<file path="config.mk">
export PLATFORM = sky130hd
export DESIGN_NAME = hazard_ctrl_flat
export DESIGN_NICKNAME = d
export VERILOG_FILES = /design/src/rtl/hazard_ctrl_if.sv /design/src/rtl/hazard_ctrl.sv /design/src/flat_wrapper.sv
export SDC_FILE = /design/constraint.sdc
export NUM_CORES = 1
export LEC_CHECK = 0
export ABC_CLOCK_PERIOD_IN_PS = 1850
export CAP_MARGIN = 10
export CELL_PAD_IN_SITES_DETAIL_PLACEMENT = 1
export CELL_PAD_IN_SITES_GLOBAL_PLACEMENT = 2
export CORE_AREA = 3 3 71 73
export CTS_CLUSTER_SIZE = 16
export DETAILED_ROUTE_END_ITERATION = 10
export DIE_AREA = 0 0 74 76
export GPL_ROUTABILITY_DRIVEN = 0
export PLACE_DENSITY_LB_ADDON = 0.1
export SYNTH_ARGS = -nofsm -noshare
export SYNTH_HDL_FRONTEND = slang
export SYNTH_SLANG_ARGS = --single-unit
</file>
<file path="constraint.sdc">
create_clock -name clk -period 1.85 [get_ports clk]
set_input_delay 0.185 -clock clk [delete_from_list [all_inputs] [get_ports clk]]
set_output_delay 0.185 -clock clk [all_outputs]
set_load 0.02 [all_outputs]
</file>
<file path="src/rtl/hazard_ctrl_if.sv">
// Opcode/encoding package shared by the hazard scheduler and its users,
// followed by the ID-side interface bundle.
//
// hazard_ctrl_if ports (signals):
//   id_valid, id_opcode[5:0], flush      : ID stage -> scheduler
//   fwd_a_sel[1:0], fwd_b_sel[1:0]       : EX operand source selects
//   stall, bubble, stall_count[CNT_W-1:0]: pipeline control / debug
// Modports: master = pipeline side, slave = hazard_ctrl.

package hazard_ctrl_pkg;
  localparam logic [5:0] OP_NOP   = 6'h00;
  localparam logic [5:0] OP_LDA   = 6'h01;
  localparam logic [5:0] OP_LDCA  = 6'h02;
  localparam logic [5:0] OP_ADDA  = 6'h03;
  localparam logic [5:0] OP_ADDCA = 6'h04;
  localparam logic [5:0] OP_SUBA  = 6'h05;
  localparam logic [5:0] OP_SUBCA = 6'h06;
  localparam logic [5:0] OP_ANDA  = 6'h07;
  localparam logic [5:0] OP_ANDCA = 6'h08;
  localparam logic [5:0] OP_ORA   = 6'h09;
  localparam logic [5:0] OP_ORCA  = 6'h0A;
  localparam logic [5:0] OP_ASLA  = 6'h0B;
  localparam logic [5:0] OP_ASRA  = 6'h0C;
  localparam logic [5:0] OP_STA   = 6'h0D;
  localparam logic [5:0] OP_LDB   = 6'h11;
  localparam logic [5:0] OP_LDCB  = 6'h12;
  localparam logic [5:0] OP_ADDB  = 6'h13;
  localparam logic [5:0] OP_ADDCB = 6'h14;
  localparam logic [5:0] OP_SUBB  = 6'h15;
  localparam logic [5:0] OP_SUBCB = 6'h16;
  localparam logic [5:0] OP_ANDB  = 6'h17;
  localparam logic [5:0] OP_ANDCB = 6'h18;
  localparam logic [5:0] OP_ORB   = 6'h19;
  localparam logic [5:0] OP_ORCB  = 6'h1A;
  localparam logic [5:0] OP_STB   = 6'h1D;

  localparam logic [1:0] DST_NONE = 2'd0;
  localparam logic [1:0] DST_A    = 2'd1;
  localparam logic [1:0] DST_B    = 2'd2;

  localparam logic [1:0] FWD_REG   = 2'd0;
  localparam logic [1:0] FWD_EXMEM = 2'd1;
  localparam logic [1:0] FWD_MEMWB = 2'd2;
endpackage

interface hazard_ctrl_if #(parameter int CNT_W = 16);
  logic             id_valid;
  logic [5:0]       id_opcode;
  logic             flush;
  logic [1:0]       fwd_a_sel;
  logic [1:0]       fwd_b_sel;
  logic             stall;
  logic             bubble;
  logic [CNT_W-1:0] stall_count;

  modport master (
    output id_valid, id_opcode, flush,
    input  fwd_a_sel, fwd_b_sel, stall, bubble, stall_count
  );

  modport slave (
    input  id_valid, id_opcode, flush,
    output fwd_a_sel, fwd_b_sel, stall, bubble, stall_count
  );
endinterface

</file>
<file path="src/rtl/hazard_ctrl.sv">
// hazard_ctrl: hazard and forwarding scheduler for the A/B accumulator
// five-stage pipeline. Decodes the ID opcode, tracks the accumulator
// destinations of the EX and MEM instructions, and produces registered
// EX-stage forwarding selects, a combinational load-use stall, a bubble
// flag and a saturating stall counter.
//
// Ports:
//   clk  : pipeline clock, rising edge
//   rst  : synchronous active-high reset
//   hz   : hazard_ctrl_if.slave (id_valid, id_opcode, flush in;
//          fwd_a_sel, fwd_b_sel, stall, bubble, stall_count out)

module hazard_ctrl
  import hazard_ctrl_pkg::*;
#(
  parameter int CNT_W = 16
) (
  input  logic         clk,
  input  logic         rst,
  hazard_ctrl_if.slave hz
);

  // Decode bundle: {wr_a, rd_a, wr_b, rd_b, load}
  function automatic logic [4:0] decode(input logic [5:0] op);
    logic [4:0] d;
    case (op)
      OP_LDA:                               d = 5'b10001;
      OP_LDCA:                              d = 5'b10000;
      OP_ADDA, OP_ADDCA, OP_SUBA, OP_SUBCA,
      OP_ANDA, OP_ANDCA, OP_ORA,  OP_ORCA,
      OP_ASLA, OP_ASRA:                     d = 5'b11000;
      OP_STA:                               d = 5'b01000;
      OP_LDB:                               d = 5'b00101;
      OP_LDCB:                              d = 5'b00100;
      OP_ADDB, OP_ADDCB, OP_SUBB, OP_SUBCB,
      OP_ANDB, OP_ANDCB, OP_ORB,  OP_ORCB:  d = 5'b00110;
      OP_STB:                               d = 5'b00010;
      default:                              d = 5'b00000;
    endcase
    return d;
  endfunction

  function automatic logic [CNT_W-1:0] sat_inc(input logic [CNT_W-1:0] v);
    return (v == {CNT_W{1'b1}}) ? v : v + 1'b1;
  endfunction

  logic [4:0]       dec;
  logic             wr_a, rd_a, wr_b, rd_b, is_load;
  logic [1:0]       id_dst;
  logic             stall;

  logic [1:0]       ex_dst_q, ex_dst_d;
  logic             ex_ld_q, ex_ld_d;
  logic [1:0]       mem_dst_q, mem_dst_d;
  logic             bubble_q, bubble_d;
  logic [1:0]       fwd_a_sel_q, fwd_a_sel_d;
  logic [1:0]       fwd_b_sel_q, fwd_b_sel_d;
  logic [CNT_W-1:0] stall_count_q, stall_count_d;

  // An invalid ID slot decodes as a NOP: no reads, no writes.
  assign dec = hz.id_valid ? decode(hz.id_opcode) : 5'b00000;
  assign {wr_a, rd_a, wr_b, rd_b, is_load} = dec;
  assign id_dst = wr_a ? DST_A : (wr_b ? DST_B : DST_NONE);

  // Load results exist only at the end of MEM, so a dependent consumer
  // in ID must wait one cycle. A flush squashes the consumer instead.
  assign stall = hz.id_valid & ~hz.flush & ex_ld_q &
                 ((rd_a & (ex_dst_q == DST_A)) | (rd_b & (ex_dst_q == DST_B)));

  always_comb begin
    mem_dst_d     = ex_dst_q;
    ex_dst_d      = id_dst;
    ex_ld_d       = is_load;
    bubble_d      = ~hz.id_valid;
    fwd_a_sel_d   = FWD_REG;
    fwd_b_sel_d   = FWD_REG;
    stall_count_d = stall ? sat_inc(stall_count_q) : stall_count_q;

    if (stall || hz.flush) begin
      ex_dst_d = DST_NONE;
      ex_ld_d  = 1'b0;
      bubble_d = 1'b1;
    end else begin
      // Youngest producer wins: EX/MEM beats MEM/WB. A load in EX is never
      // forwarded from EX/MEM (the stall above covers that case).
      if (rd_a) begin
        if (ex_dst_q == DST_A && !ex_ld_q) fwd_a_sel_d = FWD_EXMEM;
        else if (mem_dst_q == DST_A)       fwd_a_sel_d = FWD_MEMWB;
      end
      if (rd_b) begin
        if (ex_dst_q == DST_B && !ex_ld_q) fwd_b_sel_d = FWD_EXMEM;
        else if (mem_dst_q == DST_B)       fwd_b_sel_d = FWD_MEMWB;
      end
    end
  end

  // ID -> EX / EX -> MEM boundary
  always_ff @(posedge clk) begin
    if (rst) begin
      ex_dst_q      <= DST_NONE;
      ex_ld_q       <= 1'b0;
      mem_dst_q     <= DST_NONE;
      bubble_q      <= 1'b0;
      fwd_a_sel_q   <= FWD_REG;
      fwd_b_sel_q   <= FWD_REG;
      stall_count_q <= '0;
    end else begin
      ex_dst_q      <= ex_dst_d;
      ex_ld_q       <= ex_ld_d;
      mem_dst_q     <= mem_dst_d;
      bubble_q      <= bubble_d;
      fwd_a_sel_q   <= fwd_a_sel_d;
      fwd_b_sel_q   <= fwd_b_sel_d;
      stall_count_q <= stall_count_d;
    end
  end

  assign hz.stall       = stall;
  assign hz.bubble      = bubble_q;
  assign hz.fwd_a_sel   = fwd_a_sel_q;
  assign hz.fwd_b_sel   = fwd_b_sel_q;
  assign hz.stall_count = stall_count_q;

endmodule
</file>
<file path="src/flat_wrapper.sv">
// flat-port wrapper written by rule: the top's interface ports become plain ports
module hazard_ctrl_flat import hazard_ctrl_pkg::*;
#(
  parameter int CNT_W = 16
)
  (clk, rst, hz_id_valid, hz_id_opcode, hz_flush, hz_fwd_a_sel, hz_fwd_b_sel, hz_stall, hz_bubble, hz_stall_count);
  hazard_ctrl_if #(.CNT_W(CNT_W)) hz_i ();
  input  logic clk;
  input  logic rst;
  input wire logic [$bits(hz_i.id_valid)-1:0] hz_id_valid;
  input wire logic [$bits(hz_i.id_opcode)-1:0] hz_id_opcode;
  input wire logic [$bits(hz_i.flush)-1:0] hz_flush;
  output wire logic [$bits(hz_i.fwd_a_sel)-1:0] hz_fwd_a_sel;
  output wire logic [$bits(hz_i.fwd_b_sel)-1:0] hz_fwd_b_sel;
  output wire logic [$bits(hz_i.stall)-1:0] hz_stall;
  output wire logic [$bits(hz_i.bubble)-1:0] hz_bubble;
  output wire logic [$bits(hz_i.stall_count)-1:0] hz_stall_count;
  assign hz_i.id_valid = hz_id_valid;
  assign hz_i.id_opcode = hz_id_opcode;
  assign hz_i.flush = hz_flush;
  assign hz_fwd_a_sel = hz_i.fwd_a_sel;
  assign hz_fwd_b_sel = hz_i.fwd_b_sel;
  assign hz_stall = hz_i.stall;
  assign hz_bubble = hz_i.bubble;
  assign hz_stall_count = hz_i.stall_count;
  hazard_ctrl #(.CNT_W(CNT_W)) u_core (.clk(clk), .rst(rst), .hz(hz_i));
endmodule
</file>
Yosys cells after proc, flatten, opt, wreduce, memory -nomap -nowiden
Memories as Yosys holds them, arrays and structs flattened.
Cells that the tools add are included.
{"block": "word_totals", "wordCells": 49, "in_bits": 10, "romBits": 160, "ram_bits": 0, "latch_bits": 0, "ff_bits": 26, "memories": 1}
{"name": "(name not given)", "depth": 32, "width": 5, "rd": 1, "rd_clocked_by_memory_dff": 0, "wr": 0, "line": "hazard_ctrl.sv:26", "rtl": "case (op)"}
{"block": "classes", "magnitude_cmp": 0, "div_mod_pow": 0, "n_reduce_logical": 12, "add_sub_neg": 1, "muxes": 9, "bitwise_logic": 11, "shifts": 0, "mul": 0, "n_eq_ne": 5}
{"operator": "adder 16 x 1 -> 16 bit, second input constant", "count": 1}
{"operator": "== test 16 bit, second input constant", "count": 1}
{"operator": "OR reduction 4 bit", "count": 3}
{"operator": "2-to-1 mux 5 bit", "count": 2}
{"operator": "OR reduction 3 bit", "count": 3}
{"operator": "2-to-1 mux 2 bit", "count": 3}
{"operator": "AND 1 bit", "count": 5}
{"operator": "NOT 1 bit", "count": 5}
{"operator": "== test 2 x 1 -> 1 bit, second input constant", "count": 2}
{"operator": "== test 2 bit, second input constant", "count": 2}
{"operator": "2-to-1 mux 1 bit", "count": 4}
{"operator": "logical AND 1 bit", "count": 2}
{"operator": "AND reduction 2 bit", "count": 1}
{"operator": "OR reduction 2 bit", "count": 1}
{"operator": "logical NOT 1 bit", "count": 1}
{"operator": "logical OR 1 bit", "count": 1}
{"operator": "bitwise OR 1 bit", "count": 1}

Depth between registers and ports, before layout
An unclocked memory read counts as a cell.
{"block": "logic_depth", "ltp_word": 8, "ltp_mapped": 7}

Least setup slack after synthesis
Ideal clock, no wire load.
{"block": "synth_timing", "path_type": "register to register", "from": "register u_core.stall_count_q[0], in the netlist u_core.hz.stall_count[0]", "to": "register u_core.stall_count_q[1], in the netlist u_core.hz.stall_count[1]", "arrival_time_ns": 1.726, "synth_period_minus_slack_ns": 1.858, "path_stages_with_launch": 8, "path_slack_ns": -0.008, "path_cell_list": "dfxtp_1 ha_1 nand3_1 or2_1 nor3_2 buf_2 nand3b_1 a21oi_1"}
{"block": "synth_between", "elab_chain_cells": 3, "word_cells_on_any_way": 4, "cone_classes": "add/sub: 1; eq/ne: 1; bitwise: 1; reduce/logical: 1"}
{"element": "start, declared", "line": "hazard_ctrl.sv:58", "rtl": "logic [CNT_W-1:0] stall_count_q, stall_count_d;"}
{"element": "start signal, assigned", "line": "hazard_ctrl.sv:114", "rtl": "stall_count_q <= stall_count_d;"}
{"element": "parallel branches: the longest is 3 deep, another holds adder 16 x 1 -> 16 bit"}
Several ways; the timed one is not identified.
A chain may end at the register's enable or synchronous reset.

Worst setup path after layout
{"block": "layout_timing", "from": "input port hz_id_opcode[5]", "to": "register u_core.stall_count_q[5], in the netlist u_core.hz.stall_count[5]"}
{"block": "layout_between", "elab_chain_cells": 6, "word_cells_on_any_way": 7, "cone_classes": "mux: 2; bitwise: 4; reduce/logical: 1"}
{"element": "start, declared", "line": "flat_wrapper.sv:11", "rtl": "input wire logic [$bits(hz_i.id_opcode)-1:0] hz_id_opcode;"}
{"element": "2-to-1 mux 5 bit (*)", "line": "hazard_ctrl.sv:26"}
{"element": "2-to-1 mux 5 bit (*)", "line": "hazard_ctrl.sv:61", "rtl": "assign dec = hz.id_valid ? decode(hz.id_opcode) : 5'b00000;"}
{"element": "AND 1 bit", "line": "hazard_ctrl.sv:68", "rtl": "((rd_a & (ex_dst_q == DST_A)) | (rd_b & (ex_dst_q == DST_B)));"}
{"element": "bitwise OR 1 bit (*)", "line": "hazard_ctrl.sv:68"}
{"element": "AND 1 bit (*)", "line": "hazard_ctrl.sv:67", "rtl": "assign stall = hz.id_valid & ~hz.flush & ex_ld_q &"}
{"element": "AND reduction 2 bit (no line) (*)"}
Mark *: on every way between the ends. The rest lies on a longest branch, timed or not.

==> reports/summary.txt <==
EDFF count, synth: 0
Max Freq: 570.1 MHz
status: complete, no violations
Area Overhead vs Synth: 52.05%
Die X: 74 um
Final Max Slew Viols: 0
filler cell count: 518
register area share after synthesis: 41.56%
mean post-synth cell area: 9.010 sq um
DRC viols: 0
initial antenna violation count: 0
Final min period: 1.754 ns
CTS H-tree lvls: 1
CP endpoint kind: flip-flop
most area-consuming cells after synthesis: dfxtp_1 (42%), a21oi_1 (6.0%), o31ai_1 (5.4%), or4_1 (4.8%), o21ai_0 (2.8%)
Total GRT Usage: 13.85%
worst vdd ir: 0.2861 mV
Post-Syn Area: 1252 sq um
Hold Crit Start: hz_id_opcode[0]
area of the multi-input gates: 739.5 sq um
Hold Fails Final Rpt: 0
Critical Path RT: 2.06 ns
total clock buffers created by CTS: 3
max cap viols: 0
Final HPWL DP: 2863 um
max incr delay on CP: 0.51 ns
Crit Path Max Fanout: 12
Starting Density: 28.37%
final wirelength: 3724 um
first-pass GRT wire length: 6223 um
Hold Crit Class: in2reg
Synth top area share: 41.56%
vias per std cell: 5.169
vias in the first global route: 1347
Post-synth top flop: dfxtp_1
Syn Inst Count: 139
register area: 523.0 sq um
clock slew at reported path FFs: 0.09 ns
final design utilization: 43.14%
largest net degree at the start of global routing: 18
setup_tns: 0 ns
FF-to-FF Start: u_core.hz.stall_count[0]
slowest cell on the critical path: or4_1
worst slew pin tran: 0.4519 ns
CTS tree: yes
Overflow after GRT: 0
period utilization: 94.82%
clk_skew: 0.002275 ns
critical path class: in2reg
Critical Path Source Type: input pin
initial DRC count: 29
via count: 1282
clock latency on the worst-skew pair: 0.27 ns
Routed Antenna Nets: 0
CTS Buffer Depth: 2
Lkg Pwr: 0.6511 nW
Slew HR: 69.81%
top post-synthesis cells by count: dfxtp_1 (26), a21oi_1 (15), o31ai_1 (9)
Crit. Startpoint: hz_id_opcode[5]
Port-buffer cells: 31
cell taking the most area after synthesis: dfxtp_1
Rows: 24
syn_nets: 150
die area: 5624 sq um
count leader, synth: dfxtp_1
post-synth cell types: 47
CTS Root Cell: clkbuf_8
area of the core: 4414 sq um
final net count: 208
crit path cell chain: clkdlybuf4s50_1 > nand4bb_4 > nor2_4 > o21ai_2 > buf_4 > or4_1 > a21oi_1
# IOs: 32
power per cell area: 533.8 nW/um^2
Ys Warns: 0
First-pass DRT Iterations: 4
Post-synth ARST share: 0%
# clock sinks: 26
synthesis-stage register bit count: 26
Arr. time, crit path: 1.96 ns
hold_buf cts: 0
die span in y: 76 um
wire length per cell: 15.02 um
Final setup viols: 0
number of diodes: 0
layout cells sized above 1: 25.00%
[placed cells by master, fill, tap and decap left out, types with 2 or more instances in the layout]
cell / n
nand2b_1: 2
nor3_1: 2
a21oi_1: 15
dfxtp_1: 24
nand2_1: 6
clkdlybuf4s50_1: 26
dlygate4sd2_1: 4
nor2_1: 5
nor2b_1: 3
buf_4: 27
nand4_1: 2
clkbuf_8: 4
nor4_1: 3
dfxtp_2: 2
inv_1: 4
o31ai_1: 9
o21ai_0: 7
and3_1: 2
or3_1: 5
nand3_1: 6
nand3b_1: 2
or4_1: 8
[worst paths after layout]
kind / to / slack, ns / cells past startpoint
worst max-delay path: u_core.hz.stall_count[5] / 0.1 / 7
worst min-delay path: u_core.ex_ld_q / 0.27 / 2
worst max register to register: u_core.hz.stall_count[9] / 0.1 / 7
worst min register to register: u_core.hz.fwd_b_sel[1] / 0.45 / 1
[layout make-up]
type | count | area share, %
Multi-Input combinational cell | 103 | 38.83
Sequential cell | 26 | 27.46
Timing Repair Buffer | 58 | 26.41
Tap cell | 52 | 3.417
Clock buffer | 4 | 2.891
Inverter | 5 | 0.9855
[cell families (layout without fill, tap and decap cells)]
logic type / count (synthesis) / count (layout) / share of synthesized area (%)
DFF: 26 / 26 / 41.56
adders and majority gates: 1 / 1 / 0.9988
and+or+nand+nor: 59 / 59 / 30.27
AOI/OAI and AO/OA: 40 / 40 / 20.98
xor gates and xnor gates: 2 / 2 / 1.399
muxes: 1 / 1 / 0.7992
buffers and inverters: 10 / 67 / 3.995
[what timing repair did]
action                                  in CTS  in global routing
setup buffers                                0                  2
endpoints found under the setup margin      15                  9
endpoints found under the hold margin        0                  0
resized for setup                            9                  8
pin swaps                                    0                  2
[per-layer routing]
| metal | track usage (%) | wire length, um | vias to the layer above |
|---|---|---|---|
| met5 | 0 | 0 | - |
| met4 | 3.804 | 29 | 0 |
| li1 | - | - | 645 |
| met1 | 18.16 | 1748 | 610 |
| met3 | 2.243 | 117 | 4 |
| met2 | 23.05 | 1828 | 23 |
[critical path, delay by kind of cell]
family / cells / cell delay, ns
compound gates: 2 / 0.24
simple gates: 3 / 0.93
buf+inv: 2 / 0.62
[where the power goes]
part           internal, W  leakage, nW  switching (W)
Sequential        0.000562        0.211     0.00000108
Combinational    0.0000396        0.412      0.0000383
Clock             0.000190       0.0288       0.000186
Total             0.000792        0.651       0.000225
[per-stage QoR]
step	setup slack (ns)	area [sq um]	instances	hold slack [ns]	total power (W)
2_1_floorplan	0.002859	1254	139	0.3309	0.0006011
3_3_place_gp	-0.3688	1785	242	0.4025	0.0006509
3_5_place_dp	-0.4358	1785	242	0.4413	0.0006532
4_1_cts	0.002000	1857	246	0.4436	0.001035
5_1_grt	-0.001829	1904	248	0.2673	0.001058
6_report	0.09589	1904	248	0.2689	0.001017
[sequential cells by signal, summed over array words and instances, names as in the netlist]
register	cells
u_core.hz.fwd_a_sel	2
u_core.ex_dst_q	2
u_core.hz.bubble	1
u_core.hz.fwd_b_sel	2
u_core.hz.stall_count	16
u_core.mem_dst_q	2
u_core.ex_ld_q	1
(Power assumes the default switching activity.)
